$ cat src/rtl/mem_stage_pkg.sv
// Shared encodings, FSM state type and byte-lane helpers for the mem_stage_ls
// load/store stage.
package mem_stage_pkg;

    localparam logic [1:0] SZ_B = 2'b00;
    localparam logic [1:0] SZ_H = 2'b01;
    localparam logic [1:0] SZ_W = 2'b10;
    localparam logic [1:0] SZ_D = 2'b11;

    typedef enum logic [1:0] {
        IDLE = 2'b00,
        REQ  = 2'b01,
        RESP = 2'b10
    } state_e;

    function automatic logic [3:0] nbytes(input logic [1:0] size);
        logic [3:0] n;
        case (size)
            SZ_B:    n = 4'd1;
            SZ_H:    n = 4'd2;
            SZ_W:    n = 4'd4;
            default: n = 4'd8;
        endcase
        return n;
    endfunction

    function automatic logic [7:0] byte_mask(input logic [1:0] size, input logic [2:0] off);
        logic [7:0] m;
        case (size)
            SZ_B:    m = 8'h01;
            SZ_H:    m = 8'h03;
            SZ_W:    m = 8'h0F;
            default: m = 8'hFF;
        endcase
        return m << off;
    endfunction

endpackage

$ cat src/rtl/mem_lane_align.sv
// Combinational byte-lane logic: store byte-enables and lane replication, and
// load data extraction with sign/zero extension.
module mem_lane_align
    import mem_stage_pkg::*;
#(
    parameter  int DW = 32,
    localparam int NB = DW / 8,
    localparam int OW = $clog2(NB)
) (
    input  logic [1:0]    st_size,
    input  logic [OW-1:0] st_off,
    input  logic [DW-1:0] st_wdata,
    output logic [NB-1:0] st_be,
    output logic [DW-1:0] st_wdata_rep,
    input  logic [1:0]    ld_size,
    input  logic [OW-1:0] ld_off,
    input  logic          ld_unsigned,
    input  logic [DW-1:0] ld_rdata,
    output logic [DW-1:0] ld_data
);

    logic [DW-1:0] shifted_s;
    logic [DW-1:0] mask_s;
    logic          sign_s;

    // Byte enables and write-data replication across all lanes
    always_comb begin
        st_be        = NB'(byte_mask(st_size, 3'(st_off)));
        st_wdata_rep = {DW{1'b0}};
        for (int i = 0; i < NB; i++) begin
            case (st_size)
                SZ_B:    st_wdata_rep[8*i +: 8] = st_wdata[7:0];
                SZ_H:    st_wdata_rep[8*i +: 8] = st_wdata[8*(i%2) +: 8];
                SZ_W:    st_wdata_rep[8*i +: 8] = st_wdata[8*(i%4) +: 8];
                default: st_wdata_rep[8*i +: 8] = st_wdata[8*i +: 8];
            endcase
        end
    end

    // Shift the addressed lanes down, mask to size, then extend
    always_comb begin
        shifted_s = ld_rdata >> {ld_off, 3'b000};
        case (ld_size)
            SZ_B: begin
                mask_s = DW'(8'hFF);
                sign_s = shifted_s[7];
            end
            SZ_H: begin
                mask_s = DW'(16'hFFFF);
                sign_s = shifted_s[15];
            end
            SZ_W: begin
                mask_s = DW'(32'hFFFF_FFFF);
                sign_s = shifted_s[31];
            end
            default: begin
                mask_s = {DW{1'b1}};
                sign_s = 1'b0;
            end
        endcase
        if (ld_unsigned) begin
            ld_data = shifted_s & mask_s;
        end else begin
            ld_data = (shifted_s & mask_s) | (sign_s ? ~mask_s : {DW{1'b0}});
        end
    end

endmodule

$ cat src/rtl/mem_stage_ls.sv
// Memory-access pipeline stage between EX and WB over a req/gnt/rvalid bus.
// Build option MEM_MISALIGN_TRAP_EN: trap misaligned accesses instead of aligning them.
module mem_stage_ls
    import mem_stage_pkg::*;
#(
    parameter int DW = 32,
    parameter int AW = 32,
    parameter int RW = 5
) (
    input  logic            clk,
    input  logic            reset,
    input  logic            ex_valid,
    output logic            ex_ready,
    input  logic [AW-1:0]   ex_addr,
    input  logic [DW-1:0]   ex_wdata,
    input  logic            ex_mem_read,
    input  logic            ex_mem_write,
    input  logic [1:0]      ex_size,
    input  logic            ex_unsigned,
    input  logic [RW-1:0]   ex_rd,
    input  logic            ex_reg_write,
    input  logic            ex_mem_to_reg,
    output logic            mem_req,
    output logic            mem_we,
    output logic [AW-1:0]   mem_addr,
    output logic [DW/8-1:0] mem_be,
    output logic [DW-1:0]   mem_wdata,
    input  logic            mem_gnt,
    input  logic            mem_rvalid,
    input  logic [DW-1:0]   mem_rdata,
    output logic            wb_valid,
    output logic [DW-1:0]   wb_data,
    output logic [AW-1:0]   wb_result,
    output logic [RW-1:0]   wb_rd,
    output logic            wb_reg_write,
    output logic            wb_mem_to_reg,
    output logic            misalign_err
);

    localparam int NB = DW / 8;
    localparam int OW = $clog2(NB);

    state_e        state_r;
    state_e        state_nxt_s;

    logic          accept_s;
    logic          is_mem_s;
    logic          accept_mem_s;
    logic          size_illegal_s;
    logic          off_bad_s;
    logic          trap_s;
    logic [1:0]    eff_size_s;
    logic [OW-1:0] raw_off_s;
    logic [OW-1:0] align_mask_s;
    logic [OW-1:0] off_s;
    logic [NB-1:0] be_s;
    logic [DW-1:0] wdata_rep_s;
    logic [DW-1:0] ld_data_s;

    logic [1:0]    size_r;
    logic [OW-1:0] off_r;
    logic          unsigned_r;
    logic          load_r;
    logic [AW-1:0] addr_r;
    logic [RW-1:0] rd_r;
    logic          reg_write_r;
    logic          mem_to_reg_r;

    logic          mem_req_r;
    logic          mem_we_r;
    logic [AW-1:0] mem_addr_r;
    logic [NB-1:0] mem_be_r;
    logic [DW-1:0] mem_wdata_r;
    logic          wb_valid_r;
    logic [DW-1:0] wb_data_r;
    logic [AW-1:0] wb_result_r;
    logic [RW-1:0] wb_rd_r;
    logic          wb_reg_write_r;
    logic          wb_mem_to_reg_r;

    assign ex_ready     = (state_r == IDLE);
    assign accept_s     = ex_valid && (state_r == IDLE);
    assign is_mem_s     = ex_mem_read || ex_mem_write;
    assign accept_mem_s = accept_s && is_mem_s && !trap_s;

    // Doubleword on a 32-bit bus degrades to a word access
    always_comb begin
        size_illegal_s = (DW == 32) && (ex_size == SZ_D);
        if (size_illegal_s) begin
            eff_size_s = SZ_W;
        end else begin
            eff_size_s = ex_size;
        end
        raw_off_s    = ex_addr[OW-1:0];
        align_mask_s = OW'(nbytes(eff_size_s) - 4'd1);
        off_bad_s    = (raw_off_s & align_mask_s) != {OW{1'b0}};
        if (off_bad_s) begin
            off_s = {OW{1'b0}};
        end else begin
            off_s = raw_off_s;
        end
    end

`ifdef MEM_MISALIGN_TRAP_EN
    logic misalign_err_r;

    assign trap_s       = accept_s && is_mem_s && (off_bad_s || size_illegal_s);
    assign misalign_err = misalign_err_r;

    // One-cycle trap pulse alongside the WB completion
    always_ff @(posedge clk or posedge reset) begin
        if (reset) begin
            misalign_err_r <= 1'b0;
        end else begin
            misalign_err_r <= trap_s;
        end
    end
`else
    assign trap_s       = 1'b0;
    assign misalign_err = 1'b0;
`endif

    mem_lane_align #(.DW(DW)) u_lane (
        .st_size      (eff_size_s),
        .st_off       (off_s),
        .st_wdata     (ex_wdata),
        .st_be        (be_s),
        .st_wdata_rep (wdata_rep_s),
        .ld_size      (size_r),
        .ld_off       (off_r),
        .ld_unsigned  (unsigned_r),
        .ld_rdata     (mem_rdata),
        .ld_data      (ld_data_s)
    );

    // FSM state register
    always_ff @(posedge clk or posedge reset) begin
        if (reset) begin
            state_r <= IDLE;
        end else begin
            state_r <= state_nxt_s;
        end
    end

    // FSM next-state logic
    always_comb begin
        state_nxt_s = state_r;
        case (state_r)
            IDLE: begin
                if (accept_mem_s) begin
                    state_nxt_s = REQ;
                end else begin
                    state_nxt_s = IDLE;
                end
            end
            REQ: begin
                if (mem_gnt) begin
                    state_nxt_s = load_r ? RESP : IDLE;
                end else begin
                    state_nxt_s = REQ;
                end
            end
            RESP: begin
                if (mem_rvalid) begin
                    state_nxt_s = IDLE;
                end else begin
                    state_nxt_s = RESP;
                end
            end
            default: state_nxt_s = IDLE;
        endcase
    end

    // Latch the access and drive the request, held stable until granted
    always_ff @(posedge clk or posedge reset) begin
        if (reset) begin
            mem_req_r    <= 1'b0;
            mem_we_r     <= 1'b0;
            mem_addr_r   <= {AW{1'b0}};
            mem_be_r     <= {NB{1'b0}};
            mem_wdata_r  <= {DW{1'b0}};
            size_r       <= SZ_B;
            off_r        <= {OW{1'b0}};
            unsigned_r   <= 1'b0;
            load_r       <= 1'b0;
            addr_r       <= {AW{1'b0}};
            rd_r         <= {RW{1'b0}};
            reg_write_r  <= 1'b0;
            mem_to_reg_r <= 1'b0;
        end else begin
            mem_req_r <= (state_nxt_s == REQ);
            if (accept_mem_s) begin
                mem_we_r     <= !ex_mem_read;
                mem_addr_r   <= ex_addr & ~AW'(NB - 1);
                mem_be_r     <= be_s;
                mem_wdata_r  <= wdata_rep_s;
                size_r       <= eff_size_s;
                off_r        <= off_s;
                unsigned_r   <= ex_unsigned;
                load_r       <= ex_mem_read;
                addr_r       <= ex_addr;
                rd_r         <= ex_rd;
                reg_write_r  <= ex_reg_write;
                mem_to_reg_r <= ex_mem_to_reg;
            end else if (state_nxt_s != REQ) begin
                mem_we_r <= 1'b0;
            end
        end
    end

    // WB register: ALU/trap completions, store grants and load responses
    always_ff @(posedge clk or posedge reset) begin
        if (reset) begin
            wb_valid_r      <= 1'b0;
            wb_data_r       <= {DW{1'b0}};
            wb_result_r     <= {AW{1'b0}};
            wb_rd_r         <= {RW{1'b0}};
            wb_reg_write_r  <= 1'b0;
            wb_mem_to_reg_r <= 1'b0;
        end else begin
            wb_valid_r <= 1'b0;
            if (accept_s && (!is_mem_s || trap_s)) begin
                wb_valid_r      <= 1'b1;
                wb_data_r       <= {DW{1'b0}};
                wb_result_r     <= ex_addr;
                wb_rd_r         <= ex_rd;
                wb_reg_write_r  <= ex_reg_write && !trap_s;
                wb_mem_to_reg_r <= ex_mem_to_reg;
            end else if ((state_r == REQ) && mem_gnt && !load_r) begin
                wb_valid_r      <= 1'b1;
                wb_data_r       <= {DW{1'b0}};
                wb_result_r     <= addr_r;
                wb_rd_r         <= rd_r;
                wb_reg_write_r  <= reg_write_r;
                wb_mem_to_reg_r <= mem_to_reg_r;
            end else if ((state_r == RESP) && mem_rvalid) begin
                wb_valid_r      <= 1'b1;
                wb_data_r       <= ld_data_s;
                wb_result_r     <= addr_r;
                wb_rd_r         <= rd_r;
                wb_reg_write_r  <= reg_write_r;
                wb_mem_to_reg_r <= mem_to_reg_r;
            end
        end
    end

    assign mem_req       = mem_req_r;
    assign mem_we        = mem_we_r;
    assign mem_addr      = mem_addr_r;
    assign mem_be        = mem_be_r;
    assign mem_wdata     = mem_wdata_r;
    assign wb_valid      = wb_valid_r;
    assign wb_data       = wb_data_r;
    assign wb_result     = wb_result_r;
    assign wb_rd         = wb_rd_r;
    assign wb_reg_write  = wb_reg_write_r;
    assign wb_mem_to_reg = wb_mem_to_reg_r;

endmodule

$ cat config.mk
export PLATFORM = sky130hd
export DESIGN_NAME = mem_stage_ls
export DESIGN_NICKNAME = d
export VERILOG_FILES = /design/src/rtl/mem_stage_pkg.sv /design/src/rtl/mem_lane_align.sv /design/src/rtl/mem_stage_ls.sv
export SDC_FILE = /design/constraint.sdc
export NUM_CORES = 1
export LEC_CHECK = 0
export BUFFER_PORTS_ARGS = -buffer_cell sky130_fd_sc_hd__buf_2
export CELL_PAD_IN_SITES_DETAIL_PLACEMENT = 1
export CELL_PAD_IN_SITES_GLOBAL_PLACEMENT = 1
export CORE_ASPECT_RATIO = 0.9
export CORE_MARGIN = 3
export CORE_UTILIZATION = 42
export CTS_CLUSTER_SIZE = 20
export DETAILED_ROUTE_END_ITERATION = 8
export PLACE_DENSITY = 0.92
export SETUP_SLACK_MARGIN = 0.2
export SLEW_MARGIN = 20
export SYNTH_ARGS = -nofsm -noshare
export SYNTH_HDL_FRONTEND = slang
export SYNTH_SLANG_ARGS = --single-unit
$ cat constraint.sdc
create_clock -name clk -period 14.29 [get_ports clk]
set_input_delay 1.429 -clock clk [delete_from_list [all_inputs] [get_ports clk]]
set_output_delay 1.429 -clock clk [all_outputs]
set_load 0.01 [all_outputs]
## Word-level counts from Yosys, hierarchy flattened

Cells that the tools add are included.

- Flip-flop bits (word level): 187
- Input bits: 113
- Output and inout bits: 144

- $add $sub $neg: 1
- Eq/ne operators: 9
- Shift operators: 2
- Multiplexer cells: 36
- Bitwise gates (word level): 4
- Reductions and logical operators: 17

Operators by type and width:

| operator | count |
|---|---|
| $mux W32 | 8 |
| $pmux W32 S2 | 1 |
| $and A32 B32 Y32 | 1 |
| $not A32 Y32 | 1 |
| $or A32 B32 Y32 | 1 |
| $shr A32 B5 Y32 | 1 |
| $pmux W8 S3 | 1 |
| $mux W8 | 2 |
| $pmux W8 S2 | 1 |
| $mux W5 | 3 |
| $mux W1 | 12 |
| $pmux W2 S3 | 2 |
| $mux W2 | 5 |
| $eq A2 B1 Y1 const B | 4 |
| $eq A2 B2 Y1 const B | 4 |
| $shl A8 B2 Y4 | 1 |
| $logic_and A1 B1 Y1 | 6 |
| $logic_not A2 Y1 | 3 |
| $reduce_bool A2 Y1 | 2 |
| $logic_not A1 Y1 | 3 |
| $pmux W1 S3 | 1 |
| $reduce_bool A3 Y1 | 1 |
| $and A2 B2 Y2 | 1 |
| $ne A2 B1 Y1 const B | 1 |
| 3 further kinds | 3 |

## Logic depth before layout (Yosys ltp)

Gate-level depths: netlist of the first run.

- Depth in word-level cells: 9
- Depth in mapped cells: 8
- Depth with buffers taken out: 4

## By module

A second synthesis of the first run with hierarchy kept.

- Cell total of the unflattened synthesis: 706
- Area, all modules: 7771.2 µm²

Modules (own cells, without submodules):

| module | times used | cells each | area each (µm²) | sequential area each (µm²) |
|---|---|---|---|---|
| mem_stage_ls | 1 | 539 | 6665.1 | 3928.8 |
| mem_lane_align | 1 | 167 | 1106.1 | 0.0 |

## Least setup slack after synthesis of the first run

Ideal clock, no wire load.

- Path kind: in2reg
- Start point: input ex_mem_write
- End point: register addr_r[10]
- Arrival time: 2.643 ns
- Setup slack: 11.523 ns
- Cell stages on the path: 5
- Buffers on the path: 2
- Cells stage by stage: or2_2 -> clkbuf_1 -> nand2_1 -> buf_2 -> mux2_2

- Cells in the longest elaborated chain, start to end: 2

Ends and longest elaborated chain:

| what | line | text |
|---|---|---|
| from (decl) | mem_stage_ls.sv:17 | `input logic ex_mem_write,` |
| $logic_or A1 B1 Y1 | mem_stage_ls.sv:83 | `assign is_mem_s = ex_mem_read \|\| ex_mem_write;` |
| $logic_and A1 B1 Y1 | mem_stage_ls.sv:84 | `assign accept_mem_s = accept_s && is_mem_s && !trap_s;` |
| to (signal assigned) | mem_stage_ls.sv:186 | `addr_r <= {AW{1'b0}};` |
| to (signal assigned) | mem_stage_ls.sv:201 | `addr_r <= ex_addr;` |
| to (decl) | mem_stage_ls.sv:64 | `logic [AW-1:0] addr_r;` |

No other way between the ends.
A chain may end at the register's enable or synchronous reset.

## Worst setup path in the final report of the first run

- Start point: input ex_mem_write
- End point: register wb_data_r[22] (netlist: wb_data[22])

- Cells in the longest elaborated chain, start to end: 4
- Elaborated cells between the ends (all ways): 5
- Classes of those cells: mux: 1; reduce/logical: 4

Ends and longest elaborated chain:

| what | line | text |
|---|---|---|
| $logic_or A1 B1 Y1 * | mem_stage_ls.sv:83 |  |
| $logic_not A1 Y1 * | mem_stage_ls.sv:222 | `if (accept_s && (!is_mem_s \|\| trap_s)) begin` |
| $logic_and A1 B1 Y1 * | mem_stage_ls.sv:222 |  |
| $reduce_bool A3 Y1 (no source line) / $mux W32 (equally long branches) | - |  |
| to (signal assigned) | mem_stage_ls.sv:224 | `wb_data_r <= {DW{1'b0}};` |
| to (signal assigned) | mem_stage_ls.sv:231 | `wb_data_r <= {DW{1'b0}};` |
| to (signal assigned) | mem_stage_ls.sv:238 | `wb_data_r <= ld_data_s;` |
| to (decl) | mem_stage_ls.sv:75 | `logic [DW-1:0] wb_data_r;` |

Every way passes the cells marked *; elsewhere a longest branch is shown, timed or not.

==> impl_metrics.ini, run 1 <==
[sta]
worst_slack_ns = 10.63
finClkSkew_ns = 0.0147
fin_crit_sh_pct = 25.6
rsz0062_at_grt = no
max_freq_ghz = 0.273
finalHoldViolCount = 0
setup_tns_ns = 0
tightestPinTransition_ns = 1.03
final-max-slew-violation-count = 0
setup_violations = 0
period_needed_ns = 3.66
relSlewSlack_pct = 31.4
timing.hold.ws_ns = 0.488

[place]
place_ws_ns = 10.14
dp_cells = 1119
numPortBuffers = 253
gp_congestion = 0.791
hpwlAfterDp_microns = 16900

[global_routing]
grt_pass1_vias = 7221
overflow = 0
grt_max_degree = 104
grt_util_all_layers_pct = 24.5
grt_pass1_wl_microns = 39600
antenna_found_initial = 0

[drt]
detail-route-antenna-nets = 0
routedWlPerCell_microns = 21.9
drt_iter0_markers = 427
viasPerCell = 5.91
drc = 0
firstDrtPassIters = 5
wl_microns = 25200
vias = 6798

[setup_path]
crit_cells = 6
cp.arrival_ns = 3.89
path_delay_family = buffers and inverters
max_stage_delay_ns = 0.84
cp_cell_sequence = buf_2 > nor2_4 > buf_4 > a211oi_4 > inv_2 > o221ai_1
worstSetupStartpointType = primary input
path_buf_inv = 3
path_class = in -> reg
cp_data_required_time_ns = 14.52
reg2reg_setup_slack_ns = 11.18
r2r_cells = 5
crit_fanout = 103
r2r_end = wb_data[22]
slowest_stage = inv_2
r2r_start = state_r[0]
critPathCaptureType = flip-flop

[final_layout]
area_delta_synth_final_pct = 20.1
fin_nets = 1006
seq_area_sq_mm = 0.00393
stdcell_count = 1151
diodes = 0
multi_input_area_sq_mm = 0.00335
n_fill_cell = 2065
layout-drive-gt1-share_pct = 41.3

[floorplanning]
fp.dieW_microns = 151
initial_utilization_pct = 43.0
coreArea_sq_mm = 0.0185
rows = 47
io_pins = 257
die_area_sq_mm = 0.0206
die_y_microns = 137

[power_and_ir_drop]
clockPowerShare_pct = 21.6
ir_worst_vdd_uv = 86.9
p_sw_share_pct = 39.5
p_int_w = 0.00125
power_frac_seq_pct = 38.1
power_density_mw_per_mm2 = 215
p_total_w = 0.00206
p_sw_w = 0.000814
leakage_nw = 4.20
p_comb_share_pct = 40.4

[clock_tree]
cts.clk_slew.worst_paths_ns = 0.07
clk_latency_ns = 0.42
cts_hold_buf = 0
ctsResizeCount = 0
cts_setup_buffers = 0
cts_tree = yes
cts_buffer_depth = 2
cts_buffers = 17
htree_levels = 4
numClockSinks = 157
cts_root_buf = clkbuf_16

[synthesis]
syn-cell-area_sq_mm = 0.00796
async_flop_share_pct = 100
synth_edf_count = 0
ys_dominant_reg_cell = dfrtp_1
ys.warnings.count = 0
synth_area_leaders = dfrtp_1, mux2_2, o21ai_0
ys_seq_area_share_pct = 49.3
syn_inst = 725
synth-seq-cells = 157
synth_top_area_share_pct = 49.3
syn_avg_cell_area_sq_um = 11.0
yosysTopAreaCell = dfrtp_1
synth.distinct_cells = 47

[min_path]
hold_depth = 1
min_to = wb_data[14]
min_from = wb_data[14]
min_path_type = reg -> reg

[run_status]
run_status = finished, final reports clean

[flow_run]
cap_violations = 0
-- cell type report --
cell class / instances / area share (%)
sequential: 157 / 41.1
multi-input combinational: 436 / 35.1
inverter: 21 / 0.877
tap: 245 / 3.21
clock buffer: 21 / 4.81
clock inverter: 11 / 1.16
timing repair buffer: 260 / 13.8
-- cells in the mapped netlist, types with 5 or more instances --
| cell type | n |
|---|---|
| mux4_2 | 5 |
| clkbuf_1 | 52 |
| nand2_1 | 15 |
| o221ai_1 | 16 |
| nand3_1 | 49 |
| nand4b_1 | 8 |
| dfrtp_1 | 157 |
| o211ai_1 | 8 |
| a31oi_1 | 39 |
| buf_6 | 7 |
| a32o_1 | 11 |
| mux2_2 | 63 |
| a2111oi_0 | 39 |
| a22o_1 | 6 |
| nand3b_1 | 9 |
| mux2i_1 | 32 |
| o21ai_0 | 94 |
| inv_1 | 20 |
| buf_2 | 15 |
| buf_4 | 36 |
-- through the flow --
stage | instance area (sq um) | utilization [%]
5_1_grt | 9560 | 51.6
6_report | 9560 | 51.6
2_1_floorplan | 7970 | -
3_5_place_dp | 8990 | 48.5
4_1_cts | 9560 | 51.6
3_3_place_gp | 8990 | 48.5
-- cell usage in the layout (no fill, tap or decap), types with 7 or more instances in the layout --
cell type	synthesis	routed
a31oi_1	39	39
a2111oi_0	39	39
o21ai_0	94	94
a32o_1	11	11
nand2_1	15	14
buf_2	15	253
mux2_2	63	63
nand3_1	49	49
nand3b_1	9	9
o211ai_1	8	8
nand4b_1	8	8
clkbuf_16	0	17
mux2i_1	32	32
o221ai_1	16	16
buf_4	36	7
inv_1	20	19
dfrtp_1	157	156
-- cells by family after synthesis --
kind of cell    Yosys count  synth area share, %
buf+inv                 134                 8.91
compound gates          230                 19.7
fa+ha+maj                 1                0.126
simple gates            101                 7.39
other cells               1               0.0471
mux                     100                 14.3
flops                   157                 49.3
xor+xnor                  1                0.110
-- power groups by stage --
stage | sequential [W] | combinational [W] | clock [W]
after floorplan | 0.000806 | 0.000536 | 0
after global placement | 0.000772 | 0.000798 | 0
after detailed placement | 0.000786 | 0.000838 | 0
after CTS | 0.000783 | 0.000841 | 0.000450
after global routing | 0.000809 | 0.000915 | 0.000473
final | 0.000784 | 0.000832 | 0.000444
-- how the worst max path moves through the flow --
stage / startpoint / end
after floorplan: reset / addr_r[0]
after global placement: ex_mem_write / wb_data[21]
after detailed placement: ex_mem_write / wb_data[22]
after CTS: ex_mem_write / wb_data[22]
after global routing: ex_mem_write / wb_data[19]
final: ex_mem_write / wb_data[22]
-- worst reg2reg max path: cells and delay by family, from the launching register on --
kind | cells | cell delay (ns)
AO/OA/AOI/OAI | 2 | 1.16
buffers and inverters | 2 | 1.00
flip-flops | 1 | 0.58
AND/OR/NAND/NOR | 1 | 0.27
-- routing by layer --
metal / GRT usage [%] / share of wire (%)
met1: 30.8 / 41
met4: 9.06 / 2.7
met3: 6.26 / 6.9
met5: 0 / 0
met2: 40.8 / 50
Power figures use the tool's default switching activity.
==> run 2, diff against run 1 <==
- CORE_UTILIZATION: 42 -> 35
- PLACE_DENSITY: 0.92 -> 0.83
- clock period: 14.29 -> 3 ns (I/O delays scaled with it)
==> impl_metrics.ini, run 2 (synthesized netlist as in run 1, its figures left out) <==
[setup_path]
critPathLaunch = state_r[0]
cp_data_required_time_ns = 3.33
path_class = reg -> reg
crit_fanout = 40
critPathCaptureType = flip-flop
r2r_start = state_r[0]
worstSetupStartpointType = flip-flop
cp.arrival_ns = 2.87

[final_layout]
final_common_cell = buf_2
mostFrequentLayoutCells = buf_2, dfrtp_1, o21ai_0
area_delta_synth_final_pct = 23.8
fin_nets = 1018
n_fill_cell = 2473
layout-drive-gt1-share_pct = 41.9
postLayoutCoreUtil_pct = 44.8

[sta]
period_needed_ns = 2.54
relSlewSlack_pct = 36.7
setup_violations = 0
fin_crit_sh_pct = 84.5
timing.hold.ws_ns = 0.0805
tightestPinTransition_ns = 0.948
setup_tns_ns = 0
max_freq_ghz = 0.394
finClkSkew_ns = 0.0102
final-max-slew-violation-count = 0
finalHoldViolCount = 0
rsz0062_at_grt = no

[drt]
vias = 6832
viasPerCell = 5.64
wl_microns = 25900
firstDrtPassIters = 4
drt_iter0_markers = 501
drc = 0
routedWlPerCell_microns = 21.4
detail-route-antenna-nets = 0

[floorplanning]
io_pins = 257
rows = 51
die_area_sq_mm = 0.0246
coreArea_sq_mm = 0.0220
initial_utilization_pct = 36.2
die_y_microns = 149
fp.dieW_microns = 165

[clock_tree]
ctsResizeCount = 0
cts.clk_slew.worst_paths_ns = 0.06
clk_latency_ns = 0.42
cts_root_buf = clkbuf_16
htree_levels = 4
numClockSinks = 157
cts_tree = yes
cts_buffers = 17
cts_hold_buf = 0
cts_buffer_depth = 2
cts_setup_buffers = 0

[power_and_ir_drop]
leakage_nw = 4.32
ir_worst_vdd_uv = 424
p_int_w = 0.00623
power_density_mw_per_mm2 = 1020
p_sw_share_pct = 38.1
p_total_w = 0.0101
clockPowerShare_pct = 23.4
p_comb_share_pct = 40.5
power_frac_seq_pct = 36.2
p_sw_w = 0.00384

[min_path]
min_path_type = in -> async

[run_status]
run_status = finished, final reports clean

[global_routing]
grt_util_all_layers_pct = 21.0
grt_max_degree = 73
top_usage_layer = met2
overflow = 0
grt.met2_usage_pct = 33.2
grt_pass1_wl_microns = 40400
antenna_found_initial = 4
grt_use_met3_pct = 6.05
grtUsageMet1_pct = 27.3
grt_pass1_vias = 7213

[place]
hpwlAfterDp_microns = 17700
gp_congestion = 0.799
numPortBuffers = 253

[flow_run]
cap_violations = 0
==> run 2: cell count changes in the layout (fill, tap and decap cells not counted), sizes merged <==
cell	previous run	this run
buf	260	272
bufinv	1	4
clkbuf	21	19
clkinv	4	3
clkinvlp	5	6
diode	0	3
inv	22	21
==> run 2: cell type report <==
cell class | instances | area (sq um) | area share (%)
repair buffers | 272 | 1480 | 15.1
inverters | 21 | 82.6 | 0.838
flip-flops and latches | 157 | 3930 | 39.9
diodes | 3 | 7.51 | 0.0762
clock inverters | 13 | 189 | 1.92
multi-input cells | 436 | 3350 | 34.0
clock buffers | 19 | 453 | 4.59
well taps | 291 | 364 | 3.69
==> run 2: routing by layer <==
| metal | vias to the layer above | share of wire [%] | wire (microns) |
|---|---|---|---|
| met5 | - | 0.077 | 20 |
| met4 | 4 | 2.6 | 674 |
| met3 | 48 | 7.7 | 2010 |
| met2 | 261 | 48 | 12500 |
| met1 | 3447 | 42 | 10800 |
| li1 | 3072 | - | - |
==> run 2: power groups by stage <==
stage | clock network, W | logic [W] | registers [W]
3_5_place_dp | 0 | 0.00413 | 0.00366
3_3_place_gp | 0 | 0.00398 | 0.00362
4_1_cts | 0.00240 | 0.00414 | 0.00364
6_report | 0.00235 | 0.00408 | 0.00364
2_1_floorplan | 0 | 0.00255 | 0.00384
5_1_grt | 0.00250 | 0.00449 | 0.00377
==> run 2: path summary, 6_finish.rpt <==
path                            slack (ns)             to  depth (start not counted)
worst min-delay path                  0.08  mem_wdata[16]                          2
min in group clk                      0.10     state_r[1]                          2
worst max register to register        0.46   wb_result[5]                          5
worst min register to register        0.49     wb_data[1]                          1
worst max-delay path                  0.46   wb_result[5]                          5
max in group asynchronous             2.19    wb_data[14]                          3
==> run 2: worst max-delay path: stages, from the launching register on <==
cell      delay (ns)
dfrtp_1         0.51
and4bb_1        0.31
a211oi_4        0.78
inv_2           0.35
buf_12          0.28
a31oi_1         0.18
==> run 2: through the flow <==
stage / cells / area, sq um / setup WS (ns)
4_1_cts: 1209 / 9850 / 0.472
5_1_grt: 1211 / 9860 / 0.321
2_1_floorplan: 727 / 7970 / 0.713
6_report: 1212 / 9860 / 0.465
3_5_place_dp: 1177 / 9210 / 0.511
3_3_place_gp: 1177 / 9210 / 0.665
